`config.mk`:
```
export PLATFORM = sky130hd
export DESIGN_NAME = uart_tx_arbiter
export DESIGN_NICKNAME = d
export VERILOG_FILES = /design/src/rtl/uart_tx_arbiter.sv
export SDC_FILE = /design/constraint.sdc
export NUM_CORES = 1
export LEC_CHECK = 0
export ABC_CLOCK_PERIOD_IN_PS = 3400
export BUFFER_PORTS_ARGS = -buffer_cell sky130_fd_sc_hd__buf_2
export CORE_MARGIN = 2
export CORE_UTILIZATION = 45
export CTS_CLUSTER_SIZE = 10
export DETAILED_ROUTE_END_ITERATION = 16
export PLACE_DENSITY = 0.87
export SYNTH_ARGS = -nofsm -noshare
export SYNTH_HDL_FRONTEND = slang
export SYNTH_SLANG_ARGS = --single-unit
```
`constraint.sdc`:
```
create_clock -name clk -period 3.4 [get_ports clk]
set_input_delay 0.68 -clock clk [delete_from_list [all_inputs] [get_ports clk]]
set_output_delay 0.68 -clock clk [all_outputs]
set_load 0.005 [all_outputs]
```
`src/rtl/uart_tx_arbiter.sv`:
```
// Round-robin arbiter that locks one byte-stream requester onto a shared UART transmit port.
// Define UART_ARB_TIMEOUT_EN to revoke a grant after IDLE_TIMEOUT stalled cycles.
module uart_tx_arbiter #(
    parameter int NUM_REQ      = 2,
    parameter int MAX_BURST    = 16,
    parameter int IDLE_TIMEOUT = 64
) (
    input  logic                 clk,
    input  logic                 reset,
    input  logic [8*NUM_REQ-1:0] req_data,
    input  logic [NUM_REQ-1:0]   req_valid,
    input  logic [NUM_REQ-1:0]   req_last,
    output logic [NUM_REQ-1:0]   req_ready,
    output logic [7:0]           data_in,
    output logic                 data_in_valid,
    input  logic                 data_in_ready,
    output logic [1:0]           grant_id,
    output logic                 busy
);

    if (NUM_REQ < 2 || NUM_REQ > 4 || MAX_BURST < 1 || MAX_BURST > 255 || IDLE_TIMEOUT < 1) begin : g_bad_params
        $error("uart_tx_arbiter: parameter out of legal range");
    end

    typedef enum logic {
        IDLE,
        LOCKED
    } state_t;

    state_t      state;
    state_t      state_next;
    logic [1:0]  grant_next;
    logic [1:0]  rr_ptr;
    logic [1:0]  rr_next;
    logic [7:0]  burst_cnt;
    logic [7:0]  burst_next;

    logic [7:0]  sel_data;
    logic        sel_valid;
    logic        sel_last;
    logic        win_found;
    logic [1:0]  win_id;
    logic        xfer;
    logic        release_grant;
    logic        stall_expired;

    always_comb begin
        sel_data  = 8'd0;
        sel_valid = 1'b0;
        sel_last  = 1'b0;
        for (int i = 0; i < NUM_REQ; i++) begin
            if (grant_id == 2'(i)) begin
                sel_data  = req_data[8*i +: 8];
                sel_valid = req_valid[i];
                sel_last  = req_last[i];
            end
        end
    end

    // Scan a doubled index range so the search starting at rr_ptr wraps without modular indexing on signals.
    always_comb begin
        win_found = 1'b0;
        win_id    = 2'd0;
        for (int j = 0; j < 2*NUM_REQ; j++) begin
            if (!win_found && j >= int'(rr_ptr) && j < int'(rr_ptr) + NUM_REQ
                && req_valid[j % NUM_REQ]) begin
                win_found = 1'b1;
                win_id    = 2'(j % NUM_REQ);
            end
        end
    end

`ifdef UART_ARB_TIMEOUT_EN
    localparam int STALL_W = $clog2(IDLE_TIMEOUT + 1);

    logic [STALL_W-1:0] stall_cnt;

    assign stall_expired = (state == LOCKED) && !sel_valid
                           && (stall_cnt == STALL_W'(IDLE_TIMEOUT - 1));

    always_ff @(posedge clk) begin
        if (reset) begin
            stall_cnt <= '0;
        end else if (state != LOCKED || sel_valid || stall_expired) begin
            stall_cnt <= '0;
        end else begin
            stall_cnt <= stall_cnt + STALL_W'(1);
        end
    end
`else
    assign stall_expired = 1'b0;
`endif

    always_comb begin
        state_next    = state;
        grant_next    = grant_id;
        rr_next       = rr_ptr;
        burst_next    = burst_cnt;
        req_ready     = '0;
        data_in       = sel_data;
        data_in_valid = 1'b0;
        xfer          = 1'b0;
        release_grant = 1'b0;
        case (state)
            IDLE: begin
                if (win_found) begin
                    state_next = LOCKED;
                    grant_next = win_id;
                    burst_next = 8'd0;
                end
            end
            LOCKED: begin
                data_in_valid = sel_valid;
                for (int i = 0; i < NUM_REQ; i++) begin
                    if (grant_id == 2'(i)) begin
                        req_ready[i] = data_in_ready;
                    end
                end
                xfer = sel_valid & data_in_ready;
                if (xfer) begin
                    burst_next = burst_cnt + 8'd1;
                    if (sel_last || burst_cnt == 8'(MAX_BURST - 1)) begin
                        release_grant = 1'b1;
                    end
                end
                if (stall_expired) begin
                    release_grant = 1'b1;
                end
                if (release_grant) begin
                    state_next = IDLE;
                    rr_next    = (grant_id == 2'(NUM_REQ - 1)) ? 2'd0 : grant_id + 2'd1;
                end
            end
            default: state_next = IDLE;
        endcase
    end

    always_ff @(posedge clk) begin
        if (reset) begin
            state     <= IDLE;
            grant_id  <= 2'd0;
            rr_ptr    <= 2'd0;
            burst_cnt <= 8'd0;
        end else begin
            state     <= state_next;
            grant_id  <= grant_next;
            rr_ptr    <= rr_next;
            burst_cnt <= burst_next;
        end
    end

    assign busy = (state == LOCKED);

endmodule

```
### After elaboration in Yosys (flattened, before gate mapping)

Index checks and enable logic that the tools add are counted.

* flip-flop bits (word level): 13
* output and inout port bits: 14
* word-level logic and storage cells: 65

* $lt $le $gt $ge: 7
* bitwise logic cells: 2
* reduce and logical (&&, ||, !) cells: 18
* equal/unequal tests: 4
* muxes and demuxes: 27
* $add $sub $neg: 3

Operator list (count)
* $lt A1 B32 Y1 const A: 1
* $lt A2 B32 Y1 const A: 1
* $lt A3 B32 Y1 const A: 1
* $mux W8: 4
* $mux W1: 17
* $pmux W8 S2: 1
* $logic_and A1 B1 Y1: 10
* $add A8 B1 Y8 const B: 1
* $eq A8 B4 Y1 const B: 1
* $mux W2: 4
* $reduce_and A2 Y1: 3
* $ge A1 B2 Y1 const A: 2
* $add A2 B2 Y3 const B: 1
* $logic_not A1 Y1: 3
* $lt A2 B3 Y1 const A: 1
* $add A2 B1 Y2 const B: 1
* $eq A2 B1 Y1 const B: 1
* $ge A2 B2 Y1 const A: 1
* $logic_not A2 Y1: 1
* $ne A2 B1 Y1 const B: 1
* $ne A2 B2 Y1 const B: 1
* $pmux W1 S2: 1
* $and A1 B1 Y1: 1
* $logic_or A1 B1 Y1: 1
* $not A1 Y1: 1

### Depth between registers and ports, before layout

* depth in word-level cells: 21
* depth in mapped cells: 5
* mapped depth without buffers: 5

### Worst setup path before layout

Ideal clock, no wire load.

* kind: input to output
* start: input req_valid[0]
* end: output data_in_valid
* slack: 1.641 ns
* arrival time: 1.079 ns
* path buffers: 0
* cell stages on the path: 2
* cells stage by stage: mux2i_4 -> nor2_1

* word-level cells in the longest chain between the ends: 3

RTL lines
* start: declaration: RTL line 11 `input logic [NUM_REQ-1:0] req_valid,`
* $mux W1 (2 in a row): RTL line 52 `if (grant_id == 2'(i)) begin`
* $mux W1: RTL line 104 `case (state)`
* end: declaration: RTL line 15 `output logic data_in_valid,`

Every way passes these cells.

### Worst setup path in the final report

* start: register grant_id[0]
* end: output data_in_valid

* word-level cells in the longest chain between the ends: 4
* elaborated cells on any way between the ends: 5

RTL lines
* start: declaration: RTL line 17 `output logic [1:0] grant_id,`
* start signal: assignment: RTL line 146 `grant_id <= grant_next;`
* $logic_not A2 Y1: RTL line 52
* $mux W1: RTL line 52
* $mux W1 (*): RTL line 52
* $mux W1 (*): RTL line 104

Every way passes the cells marked *; elsewhere a longest branch is shown, timed or not.

==> impl_metrics.toml <==
[detailed_routing]
total_routed_length_mm = 1.71
drt_first_pass_iters = 4
route.antenna.remaining_nets = 0
routed-via-count = 727
drt_iter0_drc = 19
drc_errors = 0
vias_per_cell = 5.59
wirelength_per_cell_um = 13.2

[timing]
finalWorstSetupSlack_ns = 0.946
slew_headroom_pct = 57.4
worst-slew-pin-transition_ns = 0.638
setup_tns_ns = 0
timing.clock.skew_ns = 0.00196
hold_violations_final = 0
maxClockFrequency_mhz = 408
rsz0062_at_grt = "false"
finalSetupViolations = 0
slew_viol_final = 0
tcrit_tclk_final_pct = 72.2
timing.final.crit_period_ns = 2.45

[clocking]
clk_root_buffer_cell = "sky130_fd_sc_hd__clkbuf_4"
tritoncts = "done"
cts-resized-gates = 0
htree_levels = 1
cts.sink_count = 11
cts_inserted_buffers = 3
clk_pin_slew_worst_paths_ns = 0.07
cts_buffer_depth = 2
post_cts_hold_buffer_count = 0
post-cts-setup-buffer-count = 0
clk-insertion-delay-late_ns = 0.28

[grt]
first_global_vias = 638
grt_first_pass_wirelength_mm = 2.61
grt_use_total_pct = 18.8
maximum_number_of_pins_on_one_net_before_global_route_repair = 16
antenna_found_initial = 0
overflow = 0

[floorplanning]
io_pins = 37
die_y_um = 44.6
initial_utilization_pct = 48.8
core_um2 = 1520
floorplan.die.width_um = 44.6
rows = 14
design.die.area_um2 = 1990

[final_layout]
num_antenna_cells = 0
drive_gt1_share_pct = 50.0
areaGrowthSynthToFinish_pct = 25.1
layout.nets = 139

[power_and_ir_drop]
max-vdd-ir-drop_v = 0.000170
total_leakage_power_nw = 0.409
powerDensity_nw_per_um2 = 313

[synthesis]
netlist-cell-type-count = 34
synth_top_cell_area_share_pct = 29.6
synth_cells = 79
synthArstFlopShare_pct = 0
synthTopCellsByArea = "sky130_fd_sc_hd__dfxtp_1 (30%), sky130_fd_sc_hd__mux2_2 (12%), sky130_fd_sc_hd__xnor2_1 (5.9%), sky130_fd_sc_hd__nor2_1 (4.5%), sky130_fd_sc_hd__buf_6 (3.0%)"
synth_warnings = 0
synth.avg_cell_area_um2 = 9.41
seq_area_frac_synth_pct = 29.6
synth_fp_nets = 103
synth_largest_area_cell = "sky130_fd_sc_hd__dfxtp_1"
syn_area_um2 = 743
synth-seq-cells = 11
synth_enable_flop_cells = 0
synth_flop_cell = "sky130_fd_sc_hd__dfxtp_1"

[placed_design]
pre_cts_ws_ns = 1.23
dp_hpwl_mm = 1.33
io_buffer_count = 35
gp_congestion = 0.732

[setup_path]
required_worst_endpoint_ns = 2.72
crit_path_end_kind = "output port"
timing.critical_path.fanout_max = 15
critical_path.startpoint_type = "flop"
timing.critical_path.slowest_cell_delay_ns = 0.73
critPathSlowestCell = "sky130_fd_sc_hd__dfxtp_1"
timing.setup.critical_path_class = "reg2out"
crit_path_cell_trace = "mux2i_4 -> nor2_1 -> buf_2"
timing.critical_path.buf_inv = 1
endpoint_arrival_time_on_the_critical_path_ns = 1.77
cp_top_family = "flip-flops"

[flow_run]
drv_cap = 0

[run_status]
run_status = "finished clean"

[worst_hold_path]
hold_path_class = "reg2reg"
-- sequential cells by signal, summed over array words and instances (netlist names) --
register	flops
burst_cnt	8
busy	1
grant_id	1
rr_ptr	1
-- Yosys cell counts, drive strengths merged, types with 2 or more instances --
master	instances
buf	3
nand2	5
o211ai	2
nand3	3
mux2i	2
xnor2	5
dfxtp	11
nor3	4
o21ai	2
inv	4
a21oi	2
nor2	10
and3	3
mux2	9
-- metrics by stage --
stage | total power (W) | util, % | instance area (um^2) | std cells | hold WS [ns]
finish | 0.000291 | 61.0 | 930 | 130 | 0.527
global route | 0.000304 | 61.0 | 930 | 130 | 0.543
CTS | 0.000294 | 61.0 | 930 | 130 | 0.531
detailed placement | 0.000203 | 59.3 | 903 | 126 | 0.515
global placement | 0.000200 | 59.3 | 903 | 126 | 0.499
floorplan | 0.000177 | - | 743 | 79 | 0.474
-- area by class of cell --
class                           count  area [um^2]
Inverter                            4         15.0
Clock buffer                        4         26.3
Tap cell                           16         20.0
Sequential cell                    11          220
Timing Repair Buffer               35          175
Fill cell                         132          594
Multi-Input combinational cell     60          473
-- report_power, final --
part | switching, W | internal [W] | total [W]
sequential | 0.00000662 | 0.000132 | 0.000138
combinational | 0.0000287 | 0.0000330 | 0.0000616
clock | 0.0000458 | 0.0000456 | 0.0000914
-- final timing paths --
path	start	cells after the start	end	slack (ns)
max	grant_id[0]$_SDFFE_PP0P_	3	data_in_valid	0.95
max reg2reg	grant_id[0]$_SDFFE_PP0P_	4	burst_cnt[7]$_SDFFE_PP0P_	1.57
min	burst_cnt[7]$_SDFFE_PP0P_	1	burst_cnt[7]$_SDFFE_PP0P_	0.53
min reg2reg	burst_cnt[7]$_SDFFE_PP0P_	1	burst_cnt[7]$_SDFFE_PP0P_	0.53
-- cell families after synthesis --
group	synth area share [%]
AOI/OAI and AO/OA	12.3
and+or+nand+nor	24.7
other	0.505
muxes	18.5
DFF	29.6
xor gates and xnor gates	5.89
adders and majority gates	1.68
buffers and inverters	6.73
-- cells in the final DEF (no fill, tap or decap), types with 2 or more instances in the layout --
cell type	count
sky130_fd_sc_hd__clkbuf_4	3
sky130_fd_sc_hd__buf_2	35
sky130_fd_sc_hd__nor2_1	9
sky130_fd_sc_hd__dfxtp_1	11
sky130_fd_sc_hd__and3_1	3
sky130_fd_sc_hd__nor3_1	4
sky130_fd_sc_hd__o211ai_1	2
sky130_fd_sc_hd__xnor2_1	5
sky130_fd_sc_hd__nand3_1	3
sky130_fd_sc_hd__a21oi_1	2
sky130_fd_sc_hd__nand2_1	4
sky130_fd_sc_hd__mux2_2	8
sky130_fd_sc_hd__inv_1	4
-- layer usage --
layer	global-route usage, %	wire length [um]	up-vias
met5	0	0	-
met4	12.7	51	0
met3	3.67	109	5
met2	32.8	896	32
met1	20.3	654	340
li1	-	-	350
No activity file was read; power rests on OpenSTA's default activity.
